===== src/rtl/pcm_dac_tx_if.sv =====
// Sample handshake between the voice mixer (master) and the I2S transmitter (slave).
interface pcm_dac_tx_if #(
  parameter int unsigned SAMPLE_BITS = 18
);
  logic [SAMPLE_BITS-1:0] sample_in;
  logic                   sample_valid;
  logic                   sample_ready;

  modport master (output sample_in, output sample_valid, input sample_ready);
  modport slave  (input sample_in, input sample_valid, output sample_ready);
endinterface


===== src/rtl/pcm_dac_tx.sv =====
// Mono 18-bit offset-binary samples to a stereo I2S DAC (BCLK/LRCK/SDATA), one-entry holding reg.
// Optional saturating underrun counter: define PCM_TX_UNDERRUN_CNT_EN.
module pcm_dac_tx #(
  parameter int unsigned CLK_DIV     = 4,
  parameter int unsigned SLOT_BITS   = 32,
  parameter int unsigned SAMPLE_BITS = 18
) (
  input  logic              clk,
  input  logic              rst,
  pcm_dac_tx_if.slave       smp,
  output logic              frame_strobe,
  output logic              underrun,
  output logic [15:0]       underrun_cnt,
  output logic              dac_bclk,
  output logic              dac_lrck,
  output logic              dac_sdata
);

  localparam int unsigned DivW = (CLK_DIV > 2) ? $clog2(CLK_DIV) : 1;
  localparam int unsigned BitW = $clog2(2 * SLOT_BITS);
  localparam int unsigned SelW = $clog2(SAMPLE_BITS);

  logic [DivW-1:0]        div_cnt_q, div_cnt_d;
  logic [BitW-1:0]        bit_cnt_q, bit_cnt_d;
  logic                   bclk_q, bclk_d;
  logic                   lrck_q, lrck_d;
  logic                   sdata_q, sdata_d;
  logic                   strobe_q, strobe_d;
  logic                   underrun_q, underrun_d;
  logic                   hold_full_q, hold_full_d;
  logic [SAMPLE_BITS-1:0] hold_q, hold_d;
  logic [SAMPLE_BITS-1:0] frame_q, frame_d;

  logic                   div_wrap, fall, load, accept, sdata_nxt;
  logic [BitW-1:0]        bit_nxt, pos;
  logic [SelW-1:0]        sel;
  logic [SAMPLE_BITS-1:0] tx_word;

  assign smp.sample_ready = !hold_full_q && !rst;

  always_comb begin
    div_wrap  = (div_cnt_q == DivW'(CLK_DIV - 1));
    div_cnt_d = div_wrap ? '0 : div_cnt_q + 1'b1;
    bclk_d    = div_wrap ? ~bclk_q : bclk_q;
    fall      = div_wrap && bclk_q;

    bit_nxt   = (bit_cnt_q == BitW'(2 * SLOT_BITS - 1)) ? '0 : bit_cnt_q + 1'b1;
    bit_cnt_d = fall ? bit_nxt : bit_cnt_q;
    load      = fall && (bit_nxt == '0);

    // Offset binary to two's complement; data lags the slot start by one BCLK.
    tx_word   = {~frame_q[SAMPLE_BITS-1], frame_q[SAMPLE_BITS-2:0]};
    pos       = (bit_nxt >= BitW'(SLOT_BITS)) ? bit_nxt - BitW'(SLOT_BITS) : bit_nxt;
    sel       = SelW'(SAMPLE_BITS - 32'(pos));
    sdata_nxt = ((pos != '0) && (pos <= BitW'(SAMPLE_BITS))) ? tx_word[sel] : 1'b0;

    lrck_d     = fall ? (bit_nxt >= BitW'(SLOT_BITS)) : lrck_q;
    sdata_d    = fall ? sdata_nxt : sdata_q;
    strobe_d   = load;
    underrun_d = load && !hold_full_q;

    accept      = smp.sample_valid && smp.sample_ready;
    hold_full_d = hold_full_q;
    hold_d      = hold_q;
    frame_d     = frame_q;
    if (load && hold_full_q) begin
      frame_d     = hold_q;
      hold_full_d = 1'b0;
    end
    if (accept) begin
      hold_d      = smp.sample_in;
      hold_full_d = 1'b1;
    end
  end

  always_ff @(posedge clk) begin
    if (rst) begin
      div_cnt_q   <= '0;
      bit_cnt_q   <= '0;
      bclk_q      <= 1'b0;
      lrck_q      <= 1'b0;
      sdata_q     <= 1'b0;
      strobe_q    <= 1'b0;
      underrun_q  <= 1'b0;
      hold_full_q <= 1'b0;
      hold_q      <= '0;
      frame_q     <= {1'b1, {(SAMPLE_BITS-1){1'b0}}};
    end else begin
      div_cnt_q   <= div_cnt_d;
      bit_cnt_q   <= bit_cnt_d;
      bclk_q      <= bclk_d;
      lrck_q      <= lrck_d;
      sdata_q     <= sdata_d;
      strobe_q    <= strobe_d;
      underrun_q  <= underrun_d;
      hold_full_q <= hold_full_d;
      hold_q      <= hold_d;
      frame_q     <= frame_d;
    end
  end

`ifdef PCM_TX_UNDERRUN_CNT_EN
  logic [15:0] ucnt_q, ucnt_d;

  always_comb begin
    ucnt_d = ucnt_q;
    if (underrun_d && (ucnt_q != 16'hFFFF)) ucnt_d = ucnt_q + 16'd1;
  end

  always_ff @(posedge clk) begin
    if (rst) ucnt_q <= '0;
    else     ucnt_q <= ucnt_d;
  end

  assign underrun_cnt = ucnt_q;
`else
  assign underrun_cnt = '0;
`endif

  assign frame_strobe = strobe_q;
  assign underrun     = underrun_q;
  assign dac_bclk     = bclk_q;
  assign dac_lrck     = lrck_q;
  assign dac_sdata    = sdata_q;

endmodule


===== src/flat_wrapper.sv =====
// flat-port wrapper written by rule: the top's interface ports become plain ports
module pcm_dac_tx_flat 
#(
  parameter int unsigned CLK_DIV     = 4,
  parameter int unsigned SLOT_BITS   = 32,
  parameter int unsigned SAMPLE_BITS = 18
)
  (clk, rst, frame_strobe, underrun, underrun_cnt, dac_bclk, dac_lrck, dac_sdata, smp_sample_in, smp_sample_valid, smp_sample_ready);
  pcm_dac_tx_if #(.SAMPLE_BITS(SAMPLE_BITS)) smp_i ();
  input  logic clk;
  input  logic rst;
  output logic frame_strobe;
  output logic underrun;
  output logic [15:0] underrun_cnt;
  output logic dac_bclk;
  output logic dac_lrck;
  output logic dac_sdata;
  input wire logic [$bits(smp_i.sample_in)-1:0] smp_sample_in;
  input wire logic [$bits(smp_i.sample_valid)-1:0] smp_sample_valid;
  output wire logic [$bits(smp_i.sample_ready)-1:0] smp_sample_ready;
  assign smp_i.sample_in = smp_sample_in;
  assign smp_i.sample_valid = smp_sample_valid;
  assign smp_sample_ready = smp_i.sample_ready;
  pcm_dac_tx #(.CLK_DIV(CLK_DIV), .SLOT_BITS(SLOT_BITS), .SAMPLE_BITS(SAMPLE_BITS)) u_core (.clk(clk), .rst(rst), .smp(smp_i), .frame_strobe(frame_strobe), .underrun(underrun), .underrun_cnt(underrun_cnt), .dac_bclk(dac_bclk), .dac_lrck(dac_lrck), .dac_sdata(dac_sdata));
endmodule

===== config.mk =====
export PLATFORM = sky130hd
export DESIGN_NAME = pcm_dac_tx_flat
export DESIGN_NICKNAME = d
export VERILOG_FILES = /design/src/rtl/pcm_dac_tx_if.sv /design/src/rtl/pcm_dac_tx.sv /design/src/flat_wrapper.sv
export SDC_FILE = /design/constraint.sdc
export NUM_CORES = 1
export LEC_CHECK = 0
export ABC_AREA = 1
export BUFFER_PORTS_ARGS = -buffer_cell sky130_fd_sc_hd__buf_2
export CAP_MARGIN = 10
export CORE_MARGIN = 1
export CORE_UTILIZATION = 60
export CTS_BUF_LIST = sky130_fd_sc_hd__clkbuf_4 sky130_fd_sc_hd__clkbuf_8
export CTS_CLUSTER_SIZE = 28
export DETAILED_ROUTE_END_ITERATION = 16
export GPL_ROUTABILITY_DRIVEN = 0
export PLACE_DENSITY = 0.95
export REMOVE_ABC_BUFFERS = 1
export SLEW_MARGIN = 20
export SYNTH_ARGS = -nofsm -noshare
export SYNTH_HDL_FRONTEND = slang
export SYNTH_SLANG_ARGS = --single-unit

===== constraint.sdc =====
create_clock -name clk -period 2.9 [get_ports clk]
set_input_delay 0.725 -clock clk [delete_from_list [all_inputs] [get_ports clk]]
set_output_delay 0.725 -clock clk [all_outputs]
set_load 0.02 [all_outputs]

==> results.toml <==
[status]
status = "completed"

[clock_network]
cts_tree = "yes"
cts_max_path_buffers = 2
path_clk_slew_ps = 90
cts_hold_buf = 0
clkSinkCount = 50
post_cts_resized = 0
insertion_delay_ps = 310
post_cts_buffers = 0
cts_buffers = 5
htreeDepth = 2
clock-root-buffer = "clkbuf_8"

[cells_and_area]
nNetsFinal = 378
syn2layout_area_growth_pct = 7.00
diodes = 0
fin_cells = 401
design_area_um2 = 2540
drive_above_1_share_pct = 15.6

[hold_path]
min_path_type = "flop to flop"

[floorplan]
dieArea_um2 = 4220
row_count = 22
coreArea_um2 = 3740
die_w_um = 64.9
io_pins = 43
dieHeight_um = 64.9
initial_core_util_pct = 63.5

[pwr]
vdd_drop_max_v = 0.000368
cellLeakagePower_uw = 0.00125
p_per_area_nw_per_um2 = 484

[global_routing]
grt_max_degree = 30
grt_pass1_vias = 1897
grt_use_met1_pct = 25.9
grt-ovfl-total = 0
grt_use_met2_pct = 41.3
antenna_found_initial = 0
busiest_layer = "met2"
grt.total_usage_pct = 24.5
grt_util_met3_pct = 9.51
grt_pass1_wl_mm = 7.85

[sta]
slew_headroom_pct = 45.7
min_period_ps = 2180
setup_tns_ps = 0
finalHoldViolCount = 0
final_max_slew_viol_count = 0
hold_ws_ps = 436
min_period_over_period_pct = 75.3
fin_ws_ps = 717
setup_viol = 0
worst_slew_pin_slew_ps = 813
finalClockSkew_ps = 2.47
rsz0062_at_grt = "false"
max_freq_mhz = 458

[critical_path]
cp-start-kind = "flop"
cp_max_fo = 11
critPathCaptureType = "flop"
worst-endpoint-required_ps = 3120
cp_data_arrival_time_ps = 2400
timing_worst_setup_path_type = "flop to flop"

[logic_synthesis]
syn_area_per_cell_um2 = 7.20
synth.area.top_cells = "dfxtp_1 (42%), nand2_1 (15%), nand3_1 (7.8%)"
yosysSeqAreaShare_pct = 42.1
netlist_area_um2 = 2380
synth_common_cells = "nand2_1 (94), dfxtp_1 (50), nand3_1 (37)"
synthMostInstantiatedCell = "nand2_1"
yosysWarnings = 0
yosys.area.top_type = "dfxtp_1"
syn-instance-count = 330
ys_ff_latch = 50
ys_types = 30
synthFlopType = "dfxtp_1"
async_flop_share_pct = 0
synth_top_area_share_pct = 42.1
synth-edff-count = 0

[detailed_routing]
vias = 2052
drt_iter0_markers = 134
drt-total-wl_mm = 4.53
firstDrtPassIters = 5
drc_errors = 0
via_per_inst = 5.12
wl_per_cell_um = 11.3
ant_nets = 0

[place]
portBuffers = 26
hpwl_mm = 3.22
dpl_cell_area_um2 = 2450
pre_cts_slack_ps = 777
dp.cells = 393

[flow_run]
drv_cap = 0
registers in the layout (all words and copies together), names as in the netlist:
signal / flops
u_core.frame_q: 18
u_core.hold_q: 18
u_core.dac_lrck: 1
u_core.dac_bclk: 1
u_core.hold_full_q: 1
u_core.dac_sdata: 1
u_core.frame_strobe: 1
u_core.underrun: 1
u_core.bit_cnt_q: 6
u_core.div_cnt_q: 2
layout by cell type, fill, tap and decap left out, types with 2 or more instances in the layout:
master and instances:
nand3_1 37, nor2_4 2, clkinv_2 2, conb_1 16
nand2_1 94, ha_1 5, inv_1 35, a21oi_1 16
nand2_2 4, nand3_2 2, nand4_1 4, dfxtp_1 50
clkbuf_8 5, nor3_1 2, o21ai_0 10, o22ai_1 5
buf_2 26, a21oi_2 3, nor2_1 19, o21ai_2 3
o21ai_1 3
kinds of logic after synthesis:
logic type / share of synthesized area (%)
flip-flops: 42.1
XOR/XNOR: 0.368
AO/OA/AOI/OAI: 10.1
buffers and inverters: 13.4
AND/OR/NAND/NOR: 31.3
adder cells (fa/ha/maj): 2.63
other: 0.158
power breakdown:
group / leakage (uW) / switching [uW] / internal (uW) / total, uW
Sequential: 0.000407 / 15.2 / 712 / 728
Clock: 0.0000486 / 231 / 180 / 411
Combinational: 0.000791 / 62.9 / 30.0 / 93.0
Total: 0.00125 / 309 / 922 / 1230
metrics by stage:
stage,power (uW),util (%)
after global routing,1290,67.9
after floorplan,804,-
final,1230,67.9
after global placement,833,65.5
after detailed placement,837,65.5
after CTS,1230,67.9
layer usage:
layer  wire, um  vias up
li1           -     1058
met1       1970      923
met2       2200       58
met3        229       13
met4        129        0
met5          0        -
critical path: stages, from the launching register on:
cell and delay [ps]:
dfxtp_1 480, inv_1 190, ha_1 520, inv_1 220, nand3_1 170, nand2_1 60
nand2_1 60, nand2_1 70, nor2_1 80, nand3_1 70, nand2_1 60, inv_1 30
nand2_1 40, nand2_1 40
final timing paths:
kind                                    start                        endpoint  slack, ps  cells after the start
max          u_core.bit_cnt_q[0]$_SDFFE_PP0P_   u_core.dac_sdata$_SDFFE_PP0P_        720                     13
min            u_core.div_cnt_q[0]$_SDFF_PP0_  u_core.div_cnt_q[0]$_SDFF_PP0_        440                      1
max reg2reg  u_core.bit_cnt_q[0]$_SDFFE_PP0P_   u_core.dac_sdata$_SDFFE_PP0P_        720                     13
min reg2reg    u_core.div_cnt_q[0]$_SDFF_PP0_  u_core.div_cnt_q[0]$_SDFF_PP0_        440                      1
area by class of cell:
| class | instances | area (um2) |
|---|---|---|
| tap | 48 | 60.1 |
| timing repair buffer | 27 | 138 |
| inverter | 37 | 140 |
| sequential | 50 | 1000 |
| multi-input combinational | 231 | 1110 |
| clock inverter | 2 | 13.8 |
| fill | 317 | 1200 |
| clock buffer | 6 | 76.3 |
No activity file was read; power rests on OpenSTA's default activity.
